## config.mk

```make
export PLATFORM = sky130hd
export DESIGN_NAME = uart_led_ctrl
export DESIGN_NICKNAME = d
export VERILOG_FILES = /design/src/rtl/uart_led_ctrl.sv
export SDC_FILE = /design/constraint.sdc
export NUM_CORES = 1
export LEC_CHECK = 0
export BUFFER_PORTS_ARGS = -buffer_cell sky130_fd_sc_hd__buf_2
export CAP_MARGIN = 10
export CORE_UTILIZATION = 58
export CTS_BUF_LIST = sky130_fd_sc_hd__clkbuf_8 sky130_fd_sc_hd__clkbuf_16
export CTS_CLUSTER_DIAMETER = 60
export DETAILED_ROUTE_END_ITERATION = 8
export PLACE_DENSITY = 0.8
export SLEW_MARGIN = 40
export SYNTH_ARGS = -nofsm -noshare
export SYNTH_HDL_FRONTEND = slang
export SYNTH_SLANG_ARGS = --single-unit
```

## constraint.sdc

```tcl
create_clock -name clk -period 2.68 [get_ports clk]
set_clock_uncertainty 0.15 [all_clocks]
set_input_delay 0 -clock clk [delete_from_list [all_inputs] [get_ports clk]]
set_output_delay 0 -clock clk [all_outputs]
set_load 0.05 [all_outputs]
```

## src/rtl/uart_led_ctrl.sv

```systemverilog
// uart_led_ctrl: 8N1 UART receiver that decodes single-byte commands
// into a registered 4-bit LED pattern. Unknown bytes and frames with a
// bad stop bit leave the LEDs untouched.
module uart_led_ctrl #(
    parameter int unsigned CLK_FREQ = 50_000_000,
    parameter int unsigned BAUD     = 9600
) (
    input  logic       clk,
    input  logic       rst_n,   // synchronous, active-high despite the name
    input  logic       rx,
    output logic [3:0] led_out
);

    localparam int unsigned BIT_CNT = CLK_FREQ / BAUD;
    localparam int unsigned CNT_W   = $clog2(BIT_CNT);
    localparam logic [CNT_W-1:0] HALF_M1 = CNT_W'(BIT_CNT / 2 - 1);
    localparam logic [CNT_W-1:0] FULL_M1 = CNT_W'(BIT_CNT - 1);

    typedef enum logic [1:0] {
        IDLE,
        START,
        DATA,
        STOP
    } state_t;

    state_t           state_q, state_d;
    logic [CNT_W-1:0] cnt_q, cnt_d;
    logic [2:0]       bit_idx_q, bit_idx_d;
    logic [7:0]       shift_q, shift_d;
    logic             byte_valid_q, byte_valid_d;
    logic [3:0]       led_q, led_d;

    logic rx_meta_q, rx_sync_q, rx_prev_q;
    logic fall_edge;

    // Two-flop synchroniser plus one history flop for falling-edge detection.
    // Reset loads the idle level so release never looks like a start bit.
    always_ff @(posedge clk) begin
        if (rst_n) begin
            rx_meta_q <= 1'b1;
            rx_sync_q <= 1'b1;
            rx_prev_q <= 1'b1;
        end else begin
            // NOTE: non-blocking assignments make every flop sample the old
            // value of its neighbour, which is what builds a real shift chain.
            rx_meta_q <= rx;
            rx_sync_q <= rx_meta_q;
            rx_prev_q <= rx_sync_q;
        end
    end

    // A start is only recognised on a 1->0 transition, so a line held low
    // after a framing error cannot re-trigger until it has returned high.
    assign fall_edge = rx_prev_q & ~rx_sync_q;

    // Receiver state, timing and data registers.
    always_ff @(posedge clk) begin
        if (rst_n) begin
            state_q      <= IDLE;
            cnt_q        <= '0;
            bit_idx_q    <= '0;
            shift_q      <= '0;
            byte_valid_q <= 1'b0;
        end else begin
            state_q      <= state_d;
            cnt_q        <= cnt_d;
            bit_idx_q    <= bit_idx_d;
            shift_q      <= shift_d;
            byte_valid_q <= byte_valid_d;
        end
    end

    // Receiver next-state: half a bit to the start-bit centre, then one full
    // bit per sample for the eight data bits and the stop bit.
    always_comb begin
        // NOTE: every output of this block gets a default first, so no path
        // through the case leaves a signal unassigned and no latch is inferred.
        state_d      = state_q;
        cnt_d        = cnt_q;
        bit_idx_d    = bit_idx_q;
        shift_d      = shift_q;
        byte_valid_d = 1'b0;

        case (state_q)
            IDLE: begin
                if (fall_edge) begin
                    state_d = START;
                    cnt_d   = '0;
                end
            end
            START: begin
                if (cnt_q == HALF_M1) begin
                    cnt_d     = '0;
                    bit_idx_d = '0;
                    // High at mid start bit means the edge was a glitch.
                    state_d   = rx_sync_q ? IDLE : DATA;
                end else begin
                    cnt_d = cnt_q + CNT_W'(1);
                end
            end
            DATA: begin
                if (cnt_q == FULL_M1) begin
                    cnt_d   = '0;
                    // LSB arrives first and ends up in bit 0 after eight shifts.
                    shift_d = {rx_sync_q, shift_q[7:1]};
                    if (bit_idx_q == 3'd7) begin
                        state_d = STOP;
                    end else begin
                        bit_idx_d = bit_idx_q + 3'd1;
                    end
                end else begin
                    cnt_d = cnt_q + CNT_W'(1);
                end
            end
            STOP: begin
                if (cnt_q == FULL_M1) begin
                    cnt_d        = '0;
                    state_d      = IDLE;
                    // A low stop bit is a framing error: the byte is dropped.
                    byte_valid_d = rx_sync_q;
                end else begin
                    cnt_d = cnt_q + CNT_W'(1);
                end
            end
            default: state_d = IDLE;
        endcase
    end

    // Command decode: recognised bytes load a pattern, anything else holds.
    always_comb begin
        led_d = led_q;
        if (byte_valid_q) begin
            case (shift_q)
                8'hAA:   led_d = 4'b0001;
                8'hBB:   led_d = 4'b0010;
                8'hCC:   led_d = 4'b0100;
                8'hDD:   led_d = 4'b1000;
                8'h55:   led_d = 4'b0000;
                8'h66:   led_d = 4'b1111;
                8'h77:   led_d = 4'b1010;
                8'h88:   led_d = 4'b0101;
                default: led_d = led_q;
            endcase
        end
    end

    // LED output register.
    always_ff @(posedge clk) begin
        if (rst_n) begin
            led_q <= 4'b0000;
        end else begin
            led_q <= led_d;
        end
    end

    assign led_out = led_q;

endmodule

```

* Word level (Yosys, flattened, before mapping) *
Cells that the tools add are included.

storage, ports and cells
  memories kept = 0
  bits in read-only memories = 0
  latch bits = 0
  output and inout port bits = 4
  input port bits = 3
  logic and storage cells = 60
  bits in writable memories = 0
  bits in registers = 34

cells by class
  equality and inequality tests = 20
  $mul = 0
  shift-type cells = 0
  divide/modulo/power cells = 0
  muxes and demuxes = 16
  reduce and logical (&&, ||, !) cells = 9
  $lt $le $gt $ge = 0
  $add $sub $neg = 2
  bitwise logic cells = 4

operator list
  kind                   number
  $eq 8x8->1 const B     5
  $mux 13                3
  $pmux 13 s3            1
  $pmux 4 s8             1
  $eq 8x7->1 const B     3
  $add 13x1->13 const B  1
  $eq 13x12->1 const B   1
  $eq 13x13->1 const B   1
  $mux 2                 6
  $ne 2x2->1 const B     6
  $mux 3                 3
  $pmux 2 s4             1
  $reduce_bool 8->1      1
  $pmux 3 s2             1
  $reduce_and 5->1       1
  $eq 2x2->1 const B     2
  $reduce_and 2->1       2
  $reduce_and 4->1       1
  $add 3x1->3 const B    1
  $eq 3x3->1 const B     1
  $not 1->1              3
  $reduce_or 3->1        1
  $eq 2x1->1 const B     1
  $logic_not 2->1        1
  3 further kinds        3

* Longest topological paths before layout *
  depth after elaboration = 4
  gate-level depth with buffers = 7
  depth with buffers taken out = 6

* Worst setup path before layout *
Ideal clock, no wire load.

  path type = flip-flop to flip-flop
  start point = register cnt_q[0]
  end point = register state_q[0]
  arrival time = 2.085 ns
  setup time = 0.128 ns
  cell stages (with the launch flop) = 8
  period minus slack after synthesis = 2.362 ns
  path buffers = 1
  setup slack = 0.318 ns
  data required time = 2.402 ns
  cell sequence = dfxtp_1 ha_1 or3b_4 or4_4 o2bb2ai_1 buf_6 a22oi_1 nor2_1

between the ends
  word-level cells in the longest chain between the ends = 3
  elaborated cells on any way between the ends = 6
  classes of those cells = 5 x eq/ne; 1 x reduce/logical

ends and longest elaborated chain
  item                                                 RTL line      RTL
  start: declaration                                   27            logic [CNT_W-1:0] cnt_q, cnt_d;
  start signal: assignment                             66            cnt_q <= cnt_d;
  $eq 13x13->1 / $eq 13x12->1 (equally long branches)  102, 116, 92
  $ne 2x2->1 (no source line)                          n/a
  $reduce_and 5->1 (no source line) (*)                n/a
  end signal: assignment                               65            state_q <= state_d;
  end: declaration                                     26            state_t state_q, state_d;

Every way passes the cells marked *; elsewhere a longest branch is shown, timed or not.
A chain may end at the register's enable or synchronous reset.

* Worst setup path after layout *
  start point = register cnt_q[0]
  end point = register shift_q[4]

between the ends
  word-level cells in the longest chain between the ends = 2

ends and longest elaborated chain
  item                               RTL line  RTL
  $eq 13x13->1                       102       if (cnt_q == FULL_M1) begin
  $reduce_and 2->1 (no source line)  n/a
  end signal: assignment             68        shift_q <= shift_d;
  end: declaration                   29        logic [7:0] shift_q, shift_d;

No other way between the ends.

==> metrics.md <==
| Metric | Value |
|---|---|
| I/O Buffers | 6 |
| Slowest CP cell | or4_4 |
| Core Rows | 19 |
| Crit-path max FO | 9 |
| Hold path start | rst_n |
| Grt met2 use | 39.7% |
| Worst path top cell family by delay | simple AND/OR/NAND/NOR gates |
| Die Width | 57.7 um |
| Switching share of power | 22.0% |
| Max Freq | 0.394 GHz |
| Area post-placement | 0.00184 sq mm |
| Final hold vios | 0 |
| Primary FF master, synth | dfxtp_1 |
| Async SR Flop Fraction | 0% |
| Initial core utilization | 63.0% |
| Register area share after synthesis | 37.9% |
| FF+latch count, synth | 34 |
| Avg Vias per Cell | 6.19 |
| Final setup violation count | 0 |
| Worst-Skew Late Latency | 0.28 ns |
| Total chip power | 931 uW |
| Reg2Reg Capture Point | shift_q[4] |
| Antenna violations before repair | 0 |
| P_int | 726 uW |
| Io pins | 7 |
| Clk root buf | clkbuf_8 |
| RSZ-0062 raised after global routing | false |
| Post-route cell area | 0.00195 sq mm |
| First-pass GRT wire length | 6380 um |
| Pwr dens | 478 mW/mm^2 |
| Post-Syn Nets | 214 |
| Actual slew at the worst max-slew pin | 0.572 ns |
| Post-synthesis cell type count | 47 |
| Syn-to-layout area delta | 8.43% |
| Fill count | 245 |
| GR Overflow Total | 0 |
| Post-layout util | 68.3% |
| Worst hold path type | in2reg |
| TritonCTS clock tree | done |
| Status | completed |
| CP required | 2.68 ns |
| Clock group share of total power | 40.8% |
| Multi-input logic area | 0.00104 sq mm |
| Commonest cells in the netlist | dfxtp_1, nor2_1, nand2_1 |
| Crit path buffers/inverters | 1 |
| DRC viols | 0 |
| Critical path cell sequence | ha_2, or3b_4, or4_4, nor3b_2, buf_6, mux2i_1, nor2_1 |
| Vias in the first global route | 1420 |
| Cell taking the most area after synthesis | dfxtp_1 |
| Worst path max stage delay | 0.56 ns |
| Worst setup path class | reg2reg |
| Cells after Synth | 208 |
| GRT Total Usage | 25.0% |
| Core area | 0.00285 sq mm |
| Worst EP arrival | 2.54 ns |
| Slew Viols, Final | 0 |
| R2r setup slk | 0.14 ns |
| Final nets | 222 |
| Routed WL | 3600 um |
| Final setup TNS | 0 ns |
| CTS clk-pin slew, worst paths | 0.07 ns |
| Max-Cap Viols | 0 |
| YS warnings | 0 |
| Post-Syn Area per Cell | 8.64 sq um |
| Register-to-Register Path Depth | 7 |
| Peak VDD IR | 0.337 mV |
| Antenna-violating nets left | 0 |
| Combinational group share of total power | 4.1% |
| Hold depth | 2 |
| Number of synthesized flops with an enable pin | 0 |
| Clock sink count | 34 |
| H-tree levels | 2 |
| Largest net degree at the start of global routing | 36 |
| Layer with the highest usage | met2 |
| Final min period | 2.54 ns |
| Met1 usage | 33.1% |
| Final Cycle Share | 94.7% |
| Final antenna diode count | 0 |
| CP Launch Type | register |
| GP Congestion | 0.869 |
| Hold EP | cnt_q[1] |
| Ranking of synthesized cells by area | dfxtp_1, mux2i_1, nand3_1, nor2_1, nand2_1 |
| DRT iter0 DRCs | 152 |
| Reg power frac | 55.2% |
| M3 GR Usage | 6.70% |
| Leakage power | 0.000631 uW |
| Share of layout cells above drive strength 1 | 13.8% |
| Die area | 0.00332 sq mm |
| Routed length per instance | 14.5 um |
| Slew HR | 61.9% |
| DR vias | 1534 |
| Most frequent cell after synthesis | dfxtp_1 |
| TritonCTS Buffers | 5 |
| Synth top area share | 37.9% |
| CTS max path bufs | 2 |
| Die Height | 57.7 um |
| Critical path capture point type | register |
| Cell Area, Synth | 0.00180 sq mm |
| Sw Pwr | 205 uW |
| Sequential Area | 681 sq um |
| DP HPWL | 2540 um |
| DRT Pass-1 Iters | 4 |
| RR Startpoint | cnt_q[0] |
[through the flow]
stage / hold slack, ns / worst slack, ns / instances
floorplan: -0.0462 / 0.318 / 208
global placement: 0.0371 / 0.241 / 239
detailed placement: 0.0477 / 0.128 / 239
CTS: 0.0342 / 0.113 / 248
global route: 0.0706 / 0.0127 / 248
finish: 0.0395 / 0.143 / 248
[kinds of logic after synthesis]
| kind of cell | count (synthesis) | share of synthesized area (%) |
|---|---|---|
| DFF | 34 | 37.9 |
| adders and majority gates | 3 | 2.09 |
| and+or+nand+nor | 107 | 34.0 |
| AOI/OAI and AO/OA | 34 | 13.8 |
| muxes | 12 | 6.69 |
| buffers and inverters | 15 | 4.11 |
| xor gates and xnor gates | 3 | 1.46 |
[how the worst max path moves through the flow]
stage,from,depth (start not counted),endpoint,slack [ns]
final,cnt_q[0],7,shift_q[4],0.14
after global routing,cnt_q[0],7,shift_q[3],0.01
after CTS,cnt_q[0],7,shift_q[1],0.11
after detailed placement,cnt_q[0],7,shift_q[1],0.13
after global placement,cnt_q[0],7,shift_q[3],0.24
after floorplan,cnt_q[0],7,state_q[0],0.32
[registers in the layout (all words and copies together) (netlist names), named ones only]
register      count
byte_valid_q      1
cnt_q            13
rx_sync_q         1
shift_q           8
rx_meta_q         1
led_out           4
rx_prev_q         1
bit_idx_q         3
state_q           1
[final cells by class]
| type | instances | area share (%) |
|---|---|---|
| Sequential cell | 34 | 34.9 |
| Tap cell | 31 | 1.99 |
| Clock inverter | 2 | 0.450 |
| Clock buffer | 6 | 4.24 |
| Inverter | 5 | 0.963 |
| Timing Repair Buffer | 11 | 3.79 |
| Multi-Input combinational cell | 159 | 53.6 |
[power by group through the flow]
stage	Sequential, uW	Clock, uW	Combinational, uW
global placement	524	0	35.7
global route	514	407	41.5
floorplan	524	0	27.3
detailed placement	525	0	36.5
finish	514	380	38.1
CTS	513	390	37.8
[cells in the final DEF (no fill, tap or decap), types with 5 or more instances in the layout]
master and instances:
inv_1 6, buf_2 6, nor2_1 21, mux2i_1 12, nand2_1 19, dfxtp_1 34, a21oi_1 5, o21ai_0 5
nand3_1 16, or3_1 9, clkbuf_8 6, nand2b_1 8, a31oi_1 9
[routing by layer]
| layer | vias to the layer above | wire length (um) |
|---|---|---|
| met5 | - | 0 |
| met4 | 0 | 15 |
| met3 | 2 | 143 |
| met2 | 31 | 1700 |
| met1 | 728 | 1730 |
| li1 | 773 | - |
[repair_timing]
action / CTS / global route
setup buffers: 0 / 0
endpoints found under the setup margin: 0 / 6
hold buffers: 1 / 0
endpoints found under the hold margin: 1 / 0
resized for setup: 0 / 2
Power figures use the tool's default switching activity.
